==> config.mk <==
export PLATFORM = sky130hd
export DESIGN_NAME = rr_response_router
export DESIGN_NICKNAME = d
export VERILOG_FILES = /design/src/rtl/rr_response_router.sv
export SDC_FILE = /design/constraint.sdc
export NUM_CORES = 1
export LEC_CHECK = 0
export ABC_AREA = 1
export CAP_MARGIN = 10
export CORE_MARGIN = 1.5
export CORE_UTILIZATION = 50
export DETAILED_ROUTE_END_ITERATION = 8
export PLACE_DENSITY = 0.76
export SYNTH_ARGS = -nofsm -noshare
export SYNTH_HDL_FRONTEND = slang
export SYNTH_SLANG_ARGS = --single-unit
==> constraint.sdc <==
create_clock -name clk -period 4.7 [get_ports clk]
set_clock_uncertainty 0.05 [all_clocks]
set_input_delay 0.94 -clock clk [delete_from_list [all_inputs] [get_ports clk]]
set_output_delay 0.94 -clock clk [all_outputs]
set_load 0.02 [all_outputs]
==> src/rtl/rr_response_router.sv <==
// rr_response_router
//   Return path of the round-robin PLM scheduling kernel. Each kernel port's
//   grant tag {grant_valid, grant_id} is delayed by PLM_LATENCY cycles so that
//   it lines up with that port's read data. The aligned tag then steers
//   plm_outputs[k] into the issuing consumer's valid/ready response slot.
//
// Ports
//   clk          : sole clock, all state updates on posedge
//   reset        : asynchronous, active-low reset
//   grant_valid  : [NKERNELS]   kernel k carries a read this cycle
//   grant_id     : [NKERNELS]   consumer index granted on kernel k
//   plm_outputs  : [NKERNELS]   read data, valid PLM_LATENCY cycles after grant
//   resp_ready   : [NCONSUMERS] consumer accepts its response
//   responses    : [NCONSUMERS] packed {value, valid}, valid at the LSB
//   overrun      : sticky, an arrival hit a full slot that was not accepted
//   collision    : sticky, two kernels returned data for one consumer at once
module rr_response_router #(
  parameter int NCONSUMERS  = 8,
  parameter int NBANKS      = 4,
  parameter int NPORTS      = 2,
  parameter int VALUE_WIDTH = 8,
  parameter int PLM_LATENCY = 1,
  localparam int NKERNELS   = NBANKS * NPORTS,
  localparam int ID_WIDTH   = (NCONSUMERS > 1) ? $clog2(NCONSUMERS) : 1,
  localparam int RESP_WIDTH = VALUE_WIDTH + 1
) (
  input  logic                                    clk,
  input  logic                                    reset,
  input  logic [NKERNELS-1:0]                     grant_valid,
  input  logic [NKERNELS-1:0][ID_WIDTH-1:0]       grant_id,
  input  logic [NKERNELS-1:0][VALUE_WIDTH-1:0]    plm_outputs,
  input  logic [NCONSUMERS-1:0]                   resp_ready,
  output logic [NCONSUMERS-1:0][RESP_WIDTH-1:0]   responses,
  output logic                                    overrun,
  output logic                                    collision
);

  // Tag pipeline: stage 0 captures the grant, stage PLM_LATENCY-1 is aligned
  // with the PLM read data.
  logic [NKERNELS-1:0]               r_tag_valid [PLM_LATENCY];
  logic [NKERNELS-1:0][ID_WIDTH-1:0] r_tag_id    [PLM_LATENCY];

  logic [NCONSUMERS-1:0]                  r_valid;
  logic [NCONSUMERS-1:0][VALUE_WIDTH-1:0] r_value;
  logic                                   r_overrun;
  logic                                   r_collision;

  logic [NKERNELS-1:0]                    w_last_valid;
  logic [NKERNELS-1:0][ID_WIDTH-1:0]      w_last_id;
  logic [NCONSUMERS-1:0][NKERNELS-1:0]    w_hit;
  logic [NCONSUMERS-1:0][VALUE_WIDTH-1:0] w_sel_val;
  logic [NCONSUMERS-1:0]                  w_arrival;
  logic [NCONSUMERS-1:0]                  w_multi;
  logic [NCONSUMERS-1:0]                  w_load;
  logic [NCONSUMERS-1:0]                  w_drop;

  always_ff @(posedge clk or negedge reset) begin
    if (!reset) begin
      for (int s = 0; s < PLM_LATENCY; s++) begin
        r_tag_valid[s] <= '0;
        r_tag_id[s]    <= '0;
      end
    end else begin
      r_tag_valid[0] <= grant_valid;
      r_tag_id[0]    <= grant_id;
      for (int s = 1; s < PLM_LATENCY; s++) begin
        r_tag_valid[s] <= r_tag_valid[s-1];
        r_tag_id[s]    <= r_tag_id[s-1];
      end
    end
  end

  assign w_last_valid = r_tag_valid[PLM_LATENCY-1];
  assign w_last_id    = r_tag_id[PLM_LATENCY-1];

  // Per-consumer steering. The descending scan leaves the lowest matching
  // kernel's data in w_sel_val. More than one hit bit set means a collision
  // (x & (x-1) is non-zero exactly when two or more bits are set).
  always_comb begin
    w_hit     = '0;
    w_sel_val = '0;
    w_arrival = '0;
    w_multi   = '0;
    for (int c = 0; c < NCONSUMERS; c++) begin
      for (int k = 0; k < NKERNELS; k++) begin
        w_hit[c][k] = w_last_valid[k] && (w_last_id[k] == ID_WIDTH'(c));
      end
      for (int k = NKERNELS - 1; k >= 0; k--) begin
        if (w_hit[c][k]) begin
          w_sel_val[c] = plm_outputs[k];
        end
      end
      w_arrival[c] = |w_hit[c];
      w_multi[c]   = |(w_hit[c] & (w_hit[c] - NKERNELS'(1)));
    end
  end

  // An arrival is taken when the slot is empty or being drained this cycle;
  // otherwise it is lost and flagged.
  assign w_load = w_arrival & (~r_valid | resp_ready);
  assign w_drop = w_arrival & r_valid & ~resp_ready;

  always_ff @(posedge clk or negedge reset) begin
    if (!reset) begin
      r_valid     <= '0;
      r_value     <= '0;
      r_overrun   <= 1'b0;
      r_collision <= 1'b0;
    end else begin
      for (int c = 0; c < NCONSUMERS; c++) begin
        if (w_load[c]) begin
          r_valid[c] <= 1'b1;
          r_value[c] <= w_sel_val[c];
        end else if (r_valid[c] && resp_ready[c]) begin
          r_valid[c] <= 1'b0;
        end
      end
      r_overrun   <= r_overrun | (|w_drop);
      r_collision <= r_collision | (|w_multi);
    end
  end

  genvar gi;
  generate
    for (gi = 0; gi < NCONSUMERS; gi++) begin : g_resp
      assign responses[gi] = {r_value[gi], r_valid[gi]};
    end
  endgenerate

  assign overrun   = r_overrun;
  assign collision = r_collision;

endmodule

# After elaboration in Yosys (flattened, before gate mapping)
# Cells that the tools add are included.
totals:
  romBits: 0
  mem_count: 0
  latchBits: 0
  output_inout_bits: 74
  ff_bits: 106
  ramBits: 0
classes:
  mul: 0
  div: 0
  n_lt_le_gt_ge: 0
  mux: 80
  bitwise: 16
  add_sub_neg: 8
  shift: 0
  n_reduce_logical: 98
  n_eq_ne: 56
ops:
  columns: ["op", "count"]
  rows:
  - ["8-bit 2-to-1 mux", 64]
  - ["3-bit equality test (second input constant)", 32]
  - ["8-bit AND", 11]
  - ["1-bit logical AND", 72]
  - ["8-bit OR reduction", 9]
  - ["64-bit OR reduction", 1]
  - ["8-bit by 1-bit subtractor with 8-bit output (second input constant)", 8]
  - ["3-bit by 2-bit equality test with 1-bit output (second input constant)", 16]
  - ["3-bit by 1-bit equality test with 1-bit output (second input constant)", 8]
  - ["3-bit zero test", 8]
  - ["1-bit 2-to-1 mux", 16]
  - ["8-bit inverter", 2]
  - ["2-bit nonzero test", 8]
  - ["8-bit OR", 1]
  - ["1-bit OR", 2]

# Longest topological paths before layout
# Gate-level depths: netlist of run 1.
logic_depth:
  word_depth: 10
  depth_mapped: 16

# Worst setup path after synthesis of run 1
# OpenSTA, ideal clock, no wires.
synth_timing:
  path_kind: "input to register"
  start: "in plm_outputs[49] in the netlist's numbering"
  end: "reg r_value (netlist bit responses[2])"
  arrival_time_ps: 1664
  required_ps: 4534
  path_buffers: 0
  path_slack_ps: 2869
  path_stages: 14
  path_cell_list: "inv_1 -> nand3_1 -> nand2_1 -> inv_1 -> nand2_1 -> nand2_1 -> nand2_1 -> nand2_1 -> nand2_1 -> nand2_1 -> nand2_1 -> nand2_1 -> nand2_1 -> nand2_1"
synth_via:
  elab_chain_cells: 7
synth_rtl:
  columns: ["element", "line_no", "text"]
  rows:
  - ["from (decl)", "31", "input logic [NKERNELS-1:0][VALUE_WIDTH-1:0] plm_outputs,"]
  - ["8-bit 2-to-1 mux (7 in series)", "89", "if (w_hit[c][k]) begin"]
  - ["to (signal, indexed assignment)", "113", "r_value[c] <= w_sel_val[c];"]
  - ["to (decl)", "44", "logic [NCONSUMERS-1:0][VALUE_WIDTH-1:0] r_value;"]
# No other way between the ends.
# A chain may end at the register's enable or synchronous reset.

# Worst setup path after layout of run 1
layout_timing:
  start: "reg r_tag_id[20] in the netlist's numbering"
  end: "reg r_value (netlist bit responses[35])"
layout_via:
  elab_chain_cells: 9
  elab_cells_between_ends: 11
  cone_classes: "1 x eq/ne; 7 x mux; 1 x bitwise; 2 x reduce/logical"
layout_rtl:
  columns: ["element", "line_no", "text"]
  rows:
  - ["from (decl)", "41", "logic [NKERNELS-1:0][ID_WIDTH-1:0] r_tag_id [PLM_LATENCY];"]
  - ["from (signal, indexed assignment)", "68", "r_tag_id[s] <= r_tag_id[s-1];"]
  - ["3-bit by 2-bit equality test with 1-bit output (*)", "86", "w_hit[c][k] = w_last_valid[k] && (w_last_id[k] == ID_WIDTH'(c));"]
  - ["1-bit logical AND (*)", "86", null]
  - ["8-bit 2-to-1 mux (7 in series)", "89", null]
# Mark *: on every way between the ends. The rest lies on a longest branch, timed or not.

==> results.md, run 1 <==
- Outcome: completed
- Starting DRT DRC Count: 1,602
- Number of max-cap violations: 0
- Starting Density: 0.5075
- RSZ-0062 raised after global routing: false
- DR pass1 iterations: 8
- Hold WS: 0.4375 ns
- Leak: approximately 7.3 nW
- CTS Root Cell: clkbuf_16
- Port Buffers: approximately 180
- Mux cell area share after synthesis: 0
- GR Util met3: 0.06453
- Post-route ant nets: 0
- Layout cell share with drive strength beyond 1: 0.03156
- PwrDens: 277.0 nW/um^2
- Worst hold stages: 2
- M2 GR Usage: 0.6419
- Clock Path Buffers: 2
- Synth warnings: 0
- DR DRC count: 0
- Final setup viols: 0
- Arrival time at the worst endpoint: between 3 and 4 ns
- Total power: around 3.5 mW
- CTS tree: yes
- Largest family of logic cells by synthesized area: simple AND/OR/NAND/NOR gates
- Total setup buffers inserted after CTS: 0
- Inst Count DP: 2,382
- Vias/cell: between 5 and 6
- Yosys reg bits: 106
- CP max FO: 28
- Fillers: 2,131
- Worst EP required: 4.91 ns
- Overall routing resource usage: 0.4149
- Fin nets: 2,224
- Vias in the first global route: 12,370
- Die area: 22,150 sq um
- Rows: 53
- Crit end category: register
- Hold Fails Final Rpt: 0
- Die Y-Extent: 148.8 um
- Vias: 13,600
- Clk slew on worst S/H paths: 0.09 ns
- Fin crit period: 2.806 ns
- # hold bufs at CTS: 0
- Simple-Gate Fraction of Synth Area: 0.4402
- Htree depth: 3
- DR WL/cell: 19.07 um
- Hold crit path type: reg2reg
- Post-synth cell types: 32
- Syn Inst Count: 1,982
- Slew Limit Fails: 0
- Register area share after synthesis: 0.2494
- Period utilization: 0.5970
- Area of the core: 20,960 sq um
- Syn Std Cell Area: 10,640 sq um
- Xor and xnor area share after synthesis: 0
- Largest net degree at the start of global routing: just over 70
- Cts repair resizes: 0
- Slew HR: 0.3183
- Register-to-Register Path Depth: 10
- Slew @ Worst Pin: 1.019 ns
- Synth Area in Compound Gates: 0.1716
- Total CTS buffers: 9
- Grt total ovfl: 0
- Initial antenna violation count: 0
- Post-synthesis adder-cell area fraction: 0
- Insertion delay to the later sink of the worst-skew pair: 0.37 ns
- Worst IR Drop VDD: 224.8 uV
- Gpl congestion: about 1.0
- Final Instance Count excl. Fillers: roughly 2,400
- Top Usage Layer GRT: met2
- Kind of critical path: reg2reg
- I/O pin total: 180
- Sink Count: 106
- Post-Syn Area per Cell: 5.366 sq um
- First-pass GRT wire length: 69.26 mm
- Antenna Cells: 0
- Die X: 148.8 um
- Setup TNS: 0 ns
- Final HPWL DP: 35.55 mm
- Synthesized Nets: 2,088
- Drt total wl: ~46 mm
- Area delta synth->final: 20.48%
- Final core utilization: 0.6115
- Setup crit start kind: register
- Max frequency: 356.4 MHz
- Met1 Use GR: 0.5712
[worst paths after layout]
kind                               start             to  slack, ns
setup reg to reg            r_tag_id[20]  responses[35]       1.89
setup / recovery            r_tag_id[20]  responses[35]       1.89
min in group asynchronous          reset   r_tag_id[20]       0.62
hold / removal             responses[31]  responses[31]       0.44
hold reg to reg            responses[31]  responses[31]       0.44
max in group asynchronous          reset    r_tag_id[1]       2.83
[sequential cells by signal (all words and copies together) (netlist names)]
name	flops
r_tag_id	24
r_tag_valid	8
overrun	1
collision	1
responses	64
r_valid	8
[metal layers]
| metal | part of all wire | vias to the layer above | wire length, um |
|---|---|---|---|
| met1 | 0.40 | 6141 | 18070 |
| met2 | 0.43 | 931 | 19870 |
| met4 | 0.048 | 0 | 2180 |
| li1 | - | 6381 | - |
| met5 | 0 | - | 0 |
| met3 | 0.12 | 148 | 5596 |
[cell families after synthesis]
family,Yosys count
AOI/OAI and AO/OA,349
buffers and inverters,374
DFF,106
and+or+nand+nor,1153
[Yosys cell counts]
library cell,instances,area [sq um]
nand3b_2,1,11.26
o21ai_1,5,25.02
o22ai_1,39,244.0
o21ai_2,1,8.760
o21ai_0,184,920.9
dfrtp_1,106,2653
nand4_1,8,50.05
clkbuf_1,32,120.1
a211oi_1,1,7.510
inv_1,308,1156
o21ai_4,1,16.27
nand3b_1,1,7.510
nand2_2,9,56.30
o211ai_1,1,7.510
buf_2,15,75.07
buf_6,5,56.30
nand3_1,79,395.4
inv_2,5,18.77
nand2_4,5,56.30
nand2_1,904,3393
buf_4,4,30.03
nor2_4,7,78.83
nand3b_4,3,60.06
nor4_1,1,6.260
a21oi_1,114,570.6
nand3_2,4,40.04
clkinv_1,5,18.77
nor2_2,12,75.07
o211a_1,1,10.01
o21bai_1,2,15.01
nor3_1,4,20.02
nor2_1,115,431.7
[cell usage in the layout, fill, tap and decap left out, types with 2 or more instances in the layout]
| cell | instances |
|---|---|
| a21oi_1 | 114 |
| buf_4 | 3 |
| clkbuf_16 | 9 |
| clkdlybuf4s50_1 | 178 |
| clkinv_1 | 5 |
| clkinv_8 | 2 |
| dfrtp_1 | 106 |
| inv_1 | 308 |
| inv_2 | 5 |
| inv_6 | 3 |
| nand2_1 | 904 |
| nand2_2 | 9 |
| nand2_4 | 5 |
| nand3_1 | 79 |
| nand3_2 | 4 |
| nand3b_4 | 3 |
| nand4_1 | 8 |
| nor2_1 | 115 |
| nor2_2 | 12 |
| nor2_4 | 7 |
| nor3_1 | 4 |
| o21ai_0 | 184 |
| o21ai_1 | 5 |
| o21bai_1 | 2 |
| o22ai_1 | 39 |
[cell type report]
cell class              instances  area (sq um)  share of cell area
clock buffers                   9         225.2             0.01758
well taps                     275         344.1             0.02685
multi-input cells            1502          6507              0.5079
clock inverters                 7         86.33            0.006738
repair buffers                181          1804              0.1408
flip-flops and latches        106          2653              0.2070
inverters                     318          1194             0.09315
[metrics by stage]
step | instance area, sq um | worst slack (ns)
after detailed placement | 12500 | 1.905
after floorplan | 10640 | 2.869
final | 12810 | 1.894
after CTS | 12810 | 1.978
after global routing | 12810 | 1.669
after global placement | 12500 | 1.919
[worst max-delay path, stage by stage (launching register included)]
cell     delay, ns
dfrtp_1       0.41
nor2_4        0.54
nand2_1       0.59
o21ai_1       0.27
a21oi_1       0.06
o22ai_1       0.36
nand2_1       0.11
nand2_1       0.09
nand2_1       0.08
nand2_1       0.08
nand2_1       0.06
[report_power, final]
group | switching (mW) | total [mW] | internal (mW)
sequential | 0.124 | 1.21 | 1.09
clock | 0.447 | 0.835 | 0.388
combinational | 0.925 | 1.50 | 0.579
(Power assumes the default switching activity.)
==> run 2: changes to the inputs <==
Clock period 4.7 ns to 2.9 ns, I/O delays scaled along.
==> results.md, run 2 (synthesis gave the netlist of run 1 again) <==
- Period utilization: 0.8926
- Total CTS buffers: 9
- Most frequent cells in the layout: nand2_1, inv_1, o21ai_0
- Fin nets: between 2,000 and 2,500
- # hold bufs at CTS: 0
- Fin crit period: ~2.6 ns
- Total setup buffers inserted after CTS: 0
- Grt total ovfl: 0
- PwrDens: 437.6 nW/um^2
- Die area: roughly 22,000 sq um
- Initial antenna violation count: 0
- Hold Fails Final Rpt: 0
- Area taken by multi-input logic gates: 6507 sq um
- Drt total wl: 45.02 mm
- Sequential cell area: 2653 sq um
- Hold crit path type: in2async
- Post-route ant nets: 0
- Overall routing resource usage: 0.4116
- Setup crit start kind: register
- Layout cell share with drive strength beyond 1: 0.04594
- Insertion delay to the later sink of the worst-skew pair: 0.37 ns
- Arrival time at the worst endpoint: 2.78 ns
- Leak: 7.472 nW
- Area of the core: 20,960 sq um
- Slew @ Worst Pin: 0.8475 ns
- I/O pin total: 180
- RSZ-0062 raised after global routing: false
- Starting DRT DRC Count: 1,744
- Kind of critical path: reg2reg
- Antenna Cells: 0
- Worst EP required: 3.09 ns
- Starting Density: 0.5075
- Clk slew on worst S/H paths: 0.09 ns
- Fillers: 2,111
- Worst IR Drop VDD: 366.3 uV
- Outcome: completed
- Rows: 53
- Gpl congestion: 1.042
- Clock Path Buffers: 2
- Crit end category: register
- Largest net degree at the start of global routing: 48
- Area delta synth->final: 22.87%
- DR pass1 iterations: 8
- Setup TNS: 0 ns
- Vias/cell: about 5.6
- Final Instance Count excl. Fillers: 2,430
- CTS tree: yes
- First-pass GRT wire length: roughly 70 mm
- Total power: 5.718 mW
- Max reg flops: between 60 and 70
- Inst Count DP: 2,414
- Sink Count: approximately 110
- Die X: 148.8 um
- Htree depth: 3
- Die Y-Extent: ~150 um
- Slew HR: 0.4336
- Most common cell after layout, fill and taps aside: nand2_1
- Max frequency: 386.3 MHz
- Final HPWL DP: 35.57 mm
- CP max FO: 11
- DR WL/cell: approximately 19 um
- Cts repair resizes: 0
- DR DRC count: 0
- Port Buffers: 179
- Final setup viols: 0
- Vias in the first global route: approximately 13,000
- CTS Root Cell: clkbuf_16
- Vias: ~14,000
- Slew Limit Fails: 0
- Number of max-cap violations: 0
-- run 2: changes by cell type in the layout (fill, tap and decap cells not counted) --
cell | before | now
clkinv_4 | 0 | 2
buf_12 | 0 | 2
inv_6 | 3 | 0
buf_4 | 3 | 33
clkinvlp_4 | 0 | 1
inv_8 | 1 | 3
clkinv_8 | 2 | 0
-- run 2: stage by stage --
step                setup WS [ns]  area [sq um]    util  hold WS (ns)
detailed placement         0.3762         12770  0.6093        0.4139
floorplan                   1.169         10640       -        0.2344
finish                     0.3114         13070  0.6236        0.1891
global route               0.1632         13070  0.6236        0.2499
global placement           0.4241         12770  0.6093        0.4127
CTS                        0.3735         13070  0.6236        0.2361
-- run 2: critical path: stages, from the launching register on --
cell and delay, ns:
dfrtp_1 0.42, nand2_1 0.09, inv_1 0.09, nand2_1 0.29, nand2_1 0.14, nor2_1 0.27, nand3_1 0.17, nand3b_4 0.25
nand2_1 0.14, nand3_1 0.08, nor2_1 0.37, nand2_1 0.10
-- run 2: power by group --
group          internal (mW)  switching, mW  total [mW]
logic                  0.964           1.49        2.46
registers               1.76          0.179        1.94
clock network          0.619          0.702        1.32
-- run 2: worst paths after layout --
kind | start | to | slack (ns) | depth (start not counted)
max in group asynchronous | reset | r_tag_id[8] | 1.97 | 2
worst max register to register | r_tag_id[5] | overrun | 0.31 | 11
worst max-delay path | r_tag_id[5] | overrun | 0.31 | 11
min in group clk | responses[5] | responses[5] | 0.43 | 2
worst min-delay path | reset | responses[22] | 0.19 | 1
worst min register to register | responses[5] | responses[5] | 0.43 | 2
-- run 2: area by class of cell --
cell class,count,area share
Timing Repair Buffer,213,0.1584
Inverter,318,0.09134
Sequential cell,106,0.2030
Clock buffer,9,0.01723
Tap cell,275,0.02633
Multi-Input combinational cell,1502,0.4980
Clock inverter,7,0.005745
-- run 2: per-layer routing --
| metal | wire length [um] | global-route usage | vias up |
|---|---|---|---|
| met1 | 17970 | 0.5508 | 6092 |
| met2 | 19490 | 0.6412 | 865 |
| li1 | - | - | 6453 |
| met3 | 5519 | 0.08379 | 142 |
| met5 | 0 | 0 | - |
| met4 | 2043 | 0.1827 | 0 |
